$ cat src/rtl/seq_pattern_gen.sv
// ---------------------------------------------------------------------------
// seq_pattern_gen
//
// Serialises the low `len` bits of a captured pattern, MSB first, over a
// valid/ready bit stream. The pattern is repeated reps+1 times, with `gap`
// idle cycles between repetitions. A one-cycle `done` pulse marks normal
// completion; `abort` cancels a job silently.
//
// Parameters
//   W   maximum pattern length in bits (2..16)
//   LW  width of len, ceil(log2(W+1))
//   CW  width of reps and gap
//
// Ports
//   clk        rising-edge clock
//   rst_n      asynchronous active-low reset
//   start      request a new transmission (accepted in IDLE only)
//   abort      cancel the current transmission, return to IDLE
//   pattern    bit pattern, right-aligned
//   len        number of pattern bits to send, 1..W
//   reps       repetition count, pattern sent reps+1 times
//   gap        idle cycles between repetitions
//   bit_ready  consumer accepts bit_out
//   bit_valid  bit_out holds a valid serial bit
//   bit_out    serial data bit
//   busy       transmission in progress (SEND, GAP, DONE)
//   done       one-cycle completion pulse
// ---------------------------------------------------------------------------
`timescale 1ns/1ps

module seq_pattern_gen #(
    parameter int W  = 8,
    parameter int LW = 4,
    parameter int CW = 4
) (
    input  logic          clk,
    input  logic          rst_n,
    input  logic          start,
    input  logic          abort,
    input  logic [W-1:0]  pattern,
    input  logic [LW-1:0] len,
    input  logic [CW-1:0] reps,
    input  logic [CW-1:0] gap,
    input  logic          bit_ready,
    output logic          bit_valid,
    output logic          bit_out,
    output logic          busy,
    output logic          done
);

    typedef enum logic [1:0] {
        IDLE = 2'd0,
        SEND = 2'd1,
        GAP  = 2'd2,
        DONE = 2'd3
    } state_t;

    localparam logic [LW-1:0] LEN_MAX = LW'(W);
    localparam logic [W-1:0]  ONE_W   = W'(1);
    localparam logic [CW-1:0] ONE_C   = CW'(1);

    state_t        state_q, state_d;
    logic [W-1:0]  pat_q,   pat_d;
    logic [LW-1:0] len_q,   len_d;
    logic [LW-1:0] idx_q,   idx_d;
    logic [CW-1:0] rep_q,   rep_d;
    logic [CW-1:0] gap_q,   gap_d;
    logic [CW-1:0] gcnt_q,  gcnt_d;
    logic          valid_q, valid_d;
    logic          bit_q,   bit_d;
    logic          busy_q,  busy_d;
    logic          done_q,  done_d;

    logic          len_ok;
    logic [LW-1:0] len_in_top;
    logic [LW-1:0] len_q_top;
    logic [LW-1:0] idx_dec;
    logic          bit_first_in;
    logic          bit_first_q;
    logic          bit_next_q;
    logic          handshake;

    assign len_ok     = (len != '0) && (len <= LEN_MAX);
    assign len_in_top = len - 1'b1;
    assign len_q_top  = len_q - 1'b1;
    // idx_dec wraps when idx_q is 0, but it is only used when idx_q != 0.
    assign idx_dec    = idx_q - 1'b1;

    // Bit selection by mask so the full pattern width participates.
    assign bit_first_in = |(pattern & (ONE_W << len_in_top));
    assign bit_first_q  = |(pat_q   & (ONE_W << len_q_top));
    assign bit_next_q   = |(pat_q   & (ONE_W << idx_dec));

    assign handshake = valid_q && bit_ready;

    // -----------------------------------------------------------------------
    // State and datapath registers
    // -----------------------------------------------------------------------
    always_ff @(posedge clk or negedge rst_n) begin
        if (!rst_n) begin
            state_q <= IDLE;
            pat_q   <= '0;
            len_q   <= '0;
            idx_q   <= '0;
            rep_q   <= '0;
            gap_q   <= '0;
            gcnt_q  <= '0;
            valid_q <= 1'b0;
            bit_q   <= 1'b0;
            busy_q  <= 1'b0;
            done_q  <= 1'b0;
        end else begin
            state_q <= state_d;
            pat_q   <= pat_d;
            len_q   <= len_d;
            idx_q   <= idx_d;
            rep_q   <= rep_d;
            gap_q   <= gap_d;
            gcnt_q  <= gcnt_d;
            valid_q <= valid_d;
            bit_q   <= bit_d;
            busy_q  <= busy_d;
            done_q  <= done_d;
        end
    end

    // -----------------------------------------------------------------------
    // Next state and next (registered) outputs. Outputs are computed for the
    // state being entered, so every output is a flop.
    // -----------------------------------------------------------------------
    always_comb begin
        state_d = state_q;
        pat_d   = pat_q;
        len_d   = len_q;
        idx_d   = idx_q;
        rep_d   = rep_q;
        gap_d   = gap_q;
        gcnt_d  = gcnt_q;
        valid_d = 1'b0;
        bit_d   = 1'b0;
        busy_d  = 1'b0;
        done_d  = 1'b0;

        if (abort) begin
            state_d = IDLE;
        end else begin
            unique case (state_q)
                IDLE: begin
                    if (start && len_ok) begin
                        pat_d   = pattern;
                        len_d   = len;
                        rep_d   = reps;
                        gap_d   = gap;
                        idx_d   = len_in_top;
                        state_d = SEND;
                        valid_d = 1'b1;
                        bit_d   = bit_first_in;
                        busy_d  = 1'b1;
                    end
                end

                SEND: begin
                    busy_d  = 1'b1;
                    valid_d = 1'b1;
                    bit_d   = bit_q;
                    if (handshake) begin
                        if (idx_q != '0) begin
                            idx_d = idx_dec;
                            bit_d = bit_next_q;
                        end else if (rep_q != '0) begin
                            rep_d = rep_q - 1'b1;
                            idx_d = len_q_top;
                            if (gap_q != '0) begin
                                state_d = GAP;
                                gcnt_d  = gap_q;
                                valid_d = 1'b0;
                                bit_d   = 1'b0;
                            end else begin
                                bit_d = bit_first_q;
                            end
                        end else begin
                            state_d = DONE;
                            valid_d = 1'b0;
                            bit_d   = 1'b0;
                            done_d  = 1'b1;
                        end
                    end
                end

                GAP: begin
                    busy_d = 1'b1;
                    // gcnt_q holds the idle cycles still to spend, including
                    // the current one.
                    if (gcnt_q == ONE_C) begin
                        gcnt_d  = '0;
                        state_d = SEND;
                        valid_d = 1'b1;
                        bit_d   = bit_first_q;
                    end else begin
                        gcnt_d = gcnt_q - 1'b1;
                    end
                end

                DONE: begin
                    state_d = IDLE;
                end

                default: begin
                    state_d = IDLE;
                end
            endcase
        end
    end

    assign bit_valid = valid_q;
    assign bit_out   = bit_q;
    assign busy      = busy_q;
    assign done      = done_q;

endmodule

$ cat config.mk
export PLATFORM = sky130hd
export DESIGN_NAME = seq_pattern_gen
export DESIGN_NICKNAME = d
export VERILOG_FILES = /design/src/rtl/seq_pattern_gen.sv
export SDC_FILE = /design/constraint.sdc
export NUM_CORES = 1
export LEC_CHECK = 0
export ABC_CLOCK_PERIOD_IN_PS = 2700
export CAP_MARGIN = 10
export CELL_PAD_IN_SITES_DETAIL_PLACEMENT = 0
export CELL_PAD_IN_SITES_GLOBAL_PLACEMENT = 1
export CORE_MARGIN = 2
export CORE_UTILIZATION = 35
export DETAILED_ROUTE_END_ITERATION = 10
export PLACE_DENSITY_LB_ADDON = 0.1
export SETUP_SLACK_MARGIN = 0.3
export SYNTH_ARGS = -nofsm -noshare
export SYNTH_HDL_FRONTEND = slang
export SYNTH_SLANG_ARGS = --single-unit
$ cat constraint.sdc
create_clock -name clk -period 2.7 [get_ports clk]
set_clock_uncertainty 0.2 [all_clocks]
set_input_delay 0.27 -clock clk [delete_from_list [all_inputs] [get_ports clk]]
set_output_delay 0.27 -clock clk [all_outputs]
set_load 0.03 [all_outputs]
# After elaboration in Yosys (flattened, before gate mapping)
# Cells that the tools add are included.
[totals]
ff_bits = 34
elab_cells = 105
[op_classes]
add_sub_neg = 5
magnitude_cmp = 1
n_eq_ne = 15
shifts = 3
mux = 47
bitwise = 4
reduce_logical = 19
[ops]
columns = ["operator", "count"]
rows = [
  ["$mux 4", 13],
  ["$and 8x8->8", 3],
  ["$pmux 4 s2", 3],
  ["$reduce_or 8->1", 3],
  ["$shl 1x4->8 const A", 3],
  ["$mux 1", 20],
  ["$sub 4x1->4 const B", 5],
  ["$reduce_bool 4->1", 4],
  ["$ne 3x3->1 const B", 5],
  ["$mux 2", 7],
  ["$reduce_and 6->1", 2],
  ["$ne 2x2->1 const B", 5],
  ["$reduce_and 5->1", 2],
  ["$pmux 2 s4", 1],
  ["$pmux 1 s3", 2],
  ["$eq 2x2->1 const B", 2],
  ["$eq 4x1->1 const B", 1],
  ["$le 4x4->1 const B", 1],
  ["$ne 4x4->1 const B", 1],
  ["$reduce_bool 2->1", 2],
  ["$logic_and 1x1->1", 3],
  ["$reduce_and 3->1", 1],
  ["$eq 2x1->1 const B", 1],
  ["$logic_not 2->1", 1],
  ["other kinds (3)", 3],
]

# Logic depth before layout (Yosys ltp)
# Gate-level depths: netlist of run 1.
[depth]
ltp_word = 10
ltp_mapped = 10

# Least setup slack after synthesis of run 1
# Ideal clock, no wire load.
[synth_timing]
path_type = "reg2reg"
from = "register idx_q[0]"
to = "register state_q[1]"
setup_time_ps = 133
arrival_ps = 1805
required_time_ps = 2367
slack_ps = 562
path_stages_with_launch = 10
path_buffers = 1
synth_period_minus_slack_ps = 2138
path_cell_list = "dfrtp_1 -> inv_1 -> ha_1 -> buf_6 -> nor3b_4 -> nand3_1 -> o21ai_0 -> and3_2 -> mux2i_1 -> nor2_1"
[synth_between]
elab_chain_len = 3
[synth_rtl]
columns = ["element", "line", "rtl"]
rows = [
  ["start: declaration", "65", "logic [LW-1:0] idx_q, idx_d;"],
  ["start signal: assignment", "116", "idx_q <= idx_d;"],
  ["$reduce_bool 4->1", "167", "if (idx_q != '0) begin"],
  ["$ne 3x3->1 (no line)", "--", ""],
  ["$reduce_and 5->1 (no line)", "--", ""],
  ["end signal: assignment", "113", "state_q <= state_d;"],
  ["end: declaration", "62", "state_t state_q, state_d;"],
]
# Every way passes these cells.
# A chain may end at the register's enable or synchronous reset.

# Worst setup path after layout of run 1
[layout_timing]
from = "input port len[0]"
to = "register idx_q[0]"
[layout_between]
elab_chain_len = 5
word_cells_on_any_way = 9
cone_classes = "add/sub: 1; order compare: 1; eq/ne: 1; mux: 2; reduce/logical: 4"
[layout_rtl]
columns = ["element", "line", "rtl"]
rows = [
  ["start: declaration", "41", "input logic [LW-1:0] len,"],
  ["$le 4x4->1 or $reduce_bool 4->1 (tied branches)", "83", "assign len_ok = (len != '0) && (len <= LEN_MAX);"],
  ["$logic_and 1x1->1", "83", ""],
  ["$logic_and 1x1->1", "149", "if (start && len_ok) begin"],
  ["$ne 2x2->1 (no line)", "--", ""],
  ["$reduce_and 5->1 (no line)", "--", ""],
]
# Several ways; a longest one is shown, not always the timed one. The select of a mux whose other input is x is not followed.

==> flow_metrics.py, run 1 <==
metrics = {
    "run_status": {
        "status": "complete, no violations",
    },
    "clock_tree": {
        "cts.path.max_buffers": 2,
        "cts_tree": "done",
        "cts-root-buf": "clkbuf_8",
        "cts_sinks": 34,
        "htreeDepth": 2,
        "clkLatencyLatePin_ps": 290,
        "holdBufCountCts": 0,
        "cts_buffers": 5,
        "cts.clk_slew.worst_paths_ps": 80,
    },
    "finish": {
        "antenna_cells": 0,
        "layout.cells.non_filler": 349,
        "synthToLayoutAreaGrowth_pct": 22.5,
        "fillers": 641,
        "drive_gt1_share_pct": 18.4,
        "nets": 319,
    },
    "route": {
        "finalWirelength_mm": 5.31,
        "drt_iter0_drc": 96,
        "ant_nets": 0,
        "wl_met3_um": 194,
        "wire_per_inst_um": 15.2,
        "dr_wl_met2_mm": 2.33,
        "dr.pass1.iters": 4,
        "drc": 0,
        "viasPerCell": 5.26,
        "dr.max_layer_used": "met4",
        "routed-via-count": 1834,
        "met1_length_mm": 2.72,
    },
    "yosys": {
        "synth_top_area_share_pct": 36.5,
        "ys_ff_latch": 34,
        "synth.cell_area_sq_um": 2330,
        "synth_fp_nets": 281,
        "syn_avg_cell_area_sq_um": 10.0,
        "ys.warnings.count": 0,
        "yosys.cell_types.count": 54,
        "yosys.area.top_type": "dfrtp_1",
        "synthTopCellsByArea": "dfrtp_1 36%, ha_1 12%, mux2_2 3.9%, mux2_4 3.9%, a21oi_1 3.2%",
        "synth_cells": 233,
        "ys_seq_area_share_pct": 36.5,
        "yosysMostFrequentCell": "dfrtp_1",
        "synthTopCellsByCount": "34 x dfrtp_1, 23 x ha_1, 16 x inv_1, 16 x nor2_1, 15 x a21oi_1",
        "async_flop_share_pct": 100,
        "synth_edf_count": 0,
        "synth_ff_type": "dfrtp_1",
    },
    "pwr": {
        "cellLeakagePower_nw": 1.26,
        "p_per_area_nw_per_um2": 987,
        "ir_drop_mv": 0.363,
        "finalPower_mw": 2.82,
    },
    "sta": {
        "slew_violations": 0,
        "clock.fmax_mhz": 443,
        "tightest_slew_ps": 567,
        "slew_headroom_pct": 62.0,
        "min_period_over_period_pct": 83.7,
        "finalCriticalPeriod_ps": 2260,
        "fin_ws_ps": 441,
        "setup_viol": 0,
        "hold_viol": 0,
        "setup-tns-final_ps": 0,
        "rsz0062_at_grt": "false",
    },
    "floorplan": {
        "start_util_pct": 36.5,
        "rows": 29,
        "die_area_sq_um": 7340,
        "coreArea_sq_um": 6390,
        "ios": 29,
        "fp.dieW_um": 85.7,
        "fp.dieH_um": 85.7,
    },
    "global_route": {
        "grt.total_usage_pct": 15.6,
        "grt_pass1_vias": 1778,
        "gr-total-overflow": 0,
        "grt_max_degree": 35,
        "antenna_found_initial": 0,
        "grt_pass1_wl_mm": 9.05,
    },
    "setup_path": {
        "worst_setup_path_end_kind": "flop",
        "worstSetupPathType": "input pin to flop",
        "crit_fanout": 8,
        "cp-start-kind": "input pin",
        "crit_chain": "clkdlybuf4s50_1 > inv_2 > ha_1 > nor2b_2 > xnor2_2 > a21bo_2 > o211ai_1 > a31oi_1 > o22ai_1",
        "cp.required_ps": 2650,
        "crit_arrival_ps": 2210,
        "slowest_stage": "clkdlybuf4s50_1",
        "max_stage_delay_ps": 490,
    },
    "place": {
        "routabilityCongestion": 0.752,
        "hpwl_mm": 4.04,
        "port_buffers": 28,
        "dp_cells": 339,
        "dp_worst_setup_slack_ps": 100,
    },
    "hold_path": {
        "min_path_type": "input pin to asynchronous set/reset pin",
    },
    "job": {
        "maxCapViolCount": 0,
    },
}
[per-stage QoR]
step	hold WS, ps	utilization, %	instance area (sq um)
finish	203	44.7	2860
global route	240	44.7	2860
CTS	221	44.3	2830
detailed placement	305	42.8	2730
global placement	296	42.8	2730
floorplan	-226	-	2330
[worst paths after layout]
| path | cells after the start | startpoint | endpoint | slack, ps |
|---|---|---|---|---|
| min in group clk | 3 | len[1] | len_q[1]$_DFFE_PN0P_ | 210 |
| worst min register to register | 2 | gcnt_q[1]$_DFFE_PN0P_ | gcnt_q[1]$_DFFE_PN0P_ | 320 |
| worst max-delay path | 9 | len[0] | idx_q[0]$_DFFE_PN0P_ | 440 |
| max in group asynchronous | 2 | rst_n | len_q[0]$_DFFE_PN0P_ | 1780 |
| worst max register to register | 9 | idx_q[1]$_DFFE_PN0P_ | gcnt_q[2]$_DFFE_PN0P_ | 450 |
| worst min-delay path | 2 | rst_n | rep_q[1]$_DFFE_PN0P_ | 200 |
[logic make-up after synthesis]
kind of cell    after synthesis  synth area share (%)
compound gates               61                  17.7
xor+xnor                      6                  2.57
fa+ha+maj                    23                  12.3
simple gates                 64                  15.4
mux                          20                  10.3
buf+inv                      25                  5.25
flops                        34                  36.5
[layout by cell type, fill, tap and decap left out, types with 6 or more instances in the layout]
cell type        count
dfrtp_1             34
clkdlybuf4s50_1     27
ha_1                22
nor2_1              16
inv_1               15
a21oi_1             15
nand2_1             13
a22oi_1             10
o21ai_0              9
buf_4                9
nor3_1               8
mux2_2               8
nand3_1              6
mux2_4               6
mux2i_1              6
clkbuf_8             6
[power breakdown]
part           internal (mW)  switching [mW]  leakage (nW)
clock                  0.205           0.199        0.0472
combinational          0.693           0.730         0.795
sequential             0.741           0.252         0.417
total                   1.64            1.18          1.26
[timing repair]
item                       in CTS  in global routing
buffers inserted                0                  2
setup endpoints to repair       0                 11
resized for setup               0                  8
[metal layers]
layer / up-vias / global-route usage, %
met4: 0 / 4.76
met2: 32 / 23.2
met5: - / 0
li1: 918 / -
met1: 878 / 23.0
met3: 6 / 2.60
[cell type report]
type / instances / area, sq um / share of cell area [%]
Inverter: 17 / 66.3 / 2.32
Sequential cell: 34 / 851 / 29.8
Clock inverter: 2 / 12.5 / 0.438
Clock buffer: 6 / 82.6 / 2.89
Multi-Input combinational cell: 174 / 1370 / 47.9
Timing Repair Buffer: 39 / 382 / 13.4
Tap cell: 77 / 96.3 / 3.37
[registers in the layout, summed over array words and instances (netlist names)]
signal,cells
len_q,4
busy,1
bit_out,1
idx_q,4
gap_q,4
pat_q,8
done,1
rep_q,4
gcnt_q,4
bit_valid,1
state_q,2
[worst max-delay path, delay by kind of cell]
kind                       cells  cell delay (ps)
buffers and inverters          2              560
AOI/OAI and AO/OA              4              790
xor gates and xnor gates       1              200
adders and majority gates      1              210
and+or+nand+nor                1              170
Power figures use the tool's default switching activity.
==> inputs of run 2 (changes only) <==
ABC_CLOCK_PERIOD_IN_PS = 1800   (was 2700)
clock period = 1.8 ns   (was 2.7 ns; I/O delays follow)
==> run 2 against run 1 <==
Compared with the run above: the flow now finishes with violations (negative setup slack); total power is 110% higher; clock power increased by 83%; clock-buffer cell count is the same; utilization is 16 points higher; largest cell class unchanged.
==> flow_metrics.py, run 2 (synthesis results as in run 1) <==
metrics = {
    "sta": {
        "slew_violations": 0,
        "rsz0062_at_grt": "true",
        "finalCriticalPeriod_ps": 2130,
        "fin_ws_ps": -326,
        "clock.fmax_mhz": 470,
        "slew_headroom_pct": 68.9,
        "min_period_over_period_pct": 118,
        "hold_viol": 0,
        "tightest_slew_ps": 467,
        "setup_viol": 18,
    },
    "setup_path": {
        "cp.required_ps": 1780,
        "crit_fanout": 3,
        "crit_arrival_ps": 2110,
        "worstSetupPathType": "flop to flop",
        "worst_setup_path_end_kind": "flop",
        "cp-start-kind": "flop",
    },
    "route": {
        "wire_per_inst_um": 15.4,
        "finalWirelength_mm": 6.58,
        "wl_met3_um": 161,
        "met1_length_mm": 3.16,
        "dr.max_layer_used": "met4",
        "dr_wl_met2_mm": 3.12,
        "routed-via-count": 2158,
        "drc": 0,
        "drt_iter0_drc": 147,
        "ant_nets": 0,
        "viasPerCell": 5.05,
        "dr.pass1.iters": 4,
    },
    "floorplan": {
        "rows": 29,
        "fp.dieW_um": 85.7,
        "die_area_sq_um": 7340,
        "ios": 29,
        "coreArea_sq_um": 6390,
        "start_util_pct": 36.5,
        "fp.dieH_um": 85.7,
    },
    "finish": {
        "nets": 398,
        "largest_reg_flops": 8,
        "final_cell_mix": "70 x buf_4, 33 x dfrtp_1, 21 x clkdlybuf4s50_1",
        "stdcell_area_sq_um": 3880,
        "layout_commonest_cell": "buf_4",
        "post-route-util_pct": 60.8,
        "fillers": 553,
        "antenna_cells": 0,
        "synthToLayoutAreaGrowth_pct": 66.5,
        "regMostFlops": "pat_q",
        "drive_gt1_share_pct": 49.4,
    },
    "global_route": {
        "antenna_found_initial": 0,
        "grt.total_usage_pct": 18.7,
        "gr-total-overflow": 0,
        "grt_pass1_vias": 2161,
        "grt_max_degree": 35,
        "grt_pass1_wl_mm": 10.7,
    },
    "clock_tree": {
        "holdBufCountCts": 0,
        "htreeDepth": 2,
        "cts-root-buf": "clkbuf_8",
        "cts_sinks": 34,
        "cts_tree": "done",
        "cts_buffers": 5,
        "cts.path.max_buffers": 2,
        "cts.clk_slew.worst_paths_ps": 80,
        "clkLatencyLatePin_ps": 290,
    },
    "run_status": {
        "status": "finished, violations left",
        "violations": "negative setup slack",
    },
    "place": {
        "hpwl_mm": 4.50,
        "dpl_cell_area_sq_um": 3260,
        "routabilityCongestion": 0.831,
        "port_buffers": 28,
    },
    "pwr": {
        "ir_drop_mv": 0.748,
        "p_per_area_nw_per_um2": 1550,
        "cellLeakagePower_nw": 1.80,
    },
    "hold_path": {
        "min_path_type": "input pin to asynchronous set/reset pin",
    },
    "job": {
        "maxCapViolCount": 0,
    },
}
-- run 2: cell count changes in the layout (fill, tap and decap cells not counted), sizes merged, moves of 3 or more --
cell / delta
buf: +79
clkdlybuf4s15: +3
clkdlybuf4s50: -6
dlygate4sd2: +4
-- run 2: routing by layer --
layer	global-route usage, %	vias to the layer above
met4	6.93	0
li1	-	1082
met2	30.2	38
met3	2.60	10
met5	0	-
met1	25.5	1028
-- run 2: worst max-delay path, stage by stage, from the launching register on --
cell and delay (ps):
dfrtp_1 390, inv_2 90, ha_4 130, nor3b_4 250
buf_4 160, buf_6 100, nand3_4 60, o21ai_2 150
and3_4 220, mux2i_1 200, nor2_1 70
-- run 2: worst paths after layout --
kind	startpoint	endpoint	slack, ps	cells past startpoint
max	idx_q[0]$_DFFE_PN0P_	state_q[1]$_DFFE_PN0P_	-330	10
min	rst_n	rep_q[1]$_DFFE_PN0P_	110	2
max reg2reg	idx_q[0]$_DFFE_PN0P_	state_q[1]$_DFFE_PN0P_	-330	10
min reg2reg	gcnt_q[1]$_DFFE_PN0P_	gcnt_q[1]$_DFFE_PN0P_	330	2
max in group asynchronous	rst_n	bit_valid$_DFF_PN0_	940	2
min in group clk	len[1]	len_q[1]$_DFFE_PN0P_	200	4
-- run 2: stage by stage --
step	power [mW]	setup WS, ps	hold slack (ps)	cells	setup TNS, ps
2_1_floorplan	3.17	-259	-316	233	-1870
6_report	6.04	-326	111	427	-2770
4_1_cts	5.73	-286	129	419	-2570
5_1_grt	6.49	-433	178	427	-5230
3_5_place_dp	4.40	-554	302	396	-14840
3_3_place_gp	4.39	-523	290	396	-13940
-- run 2: cell type report --
cell class                      count  area (sq um)  area share [%]
Timing Repair Buffer              118          1080            27.9
Tap cell                           77          96.3            2.48
Multi-Input combinational cell    174          1670            43.0
Clock buffer                        6          82.6            2.13
Inverter                           17          71.3            1.84
Clock inverter                      1          30.0           0.773
Sequential cell                    34           852            21.9
-- run 2: where the power goes --
part,switching [mW],internal (mW),total (mW)
combinational,1.70,2.15,3.85
clock,0.298,0.443,0.741
sequential,0.333,1.11,1.45
-- run 2: timing repair --
item / CTS / global route
setup endpoints to repair: 38 / 35
cloned: 1 / 0
buffers inserted: 15 / 8
gates resized for setup: 56 / 29
pin swaps: 18 / 15
endpoints found under the hold margin: 0 / 0
==> inputs of run 3 (changes only) <==
CAP_MARGIN = not set   (was 10)
==> results of run 3 <==
Final layout, timing and power as in run 2 (identical DEF).
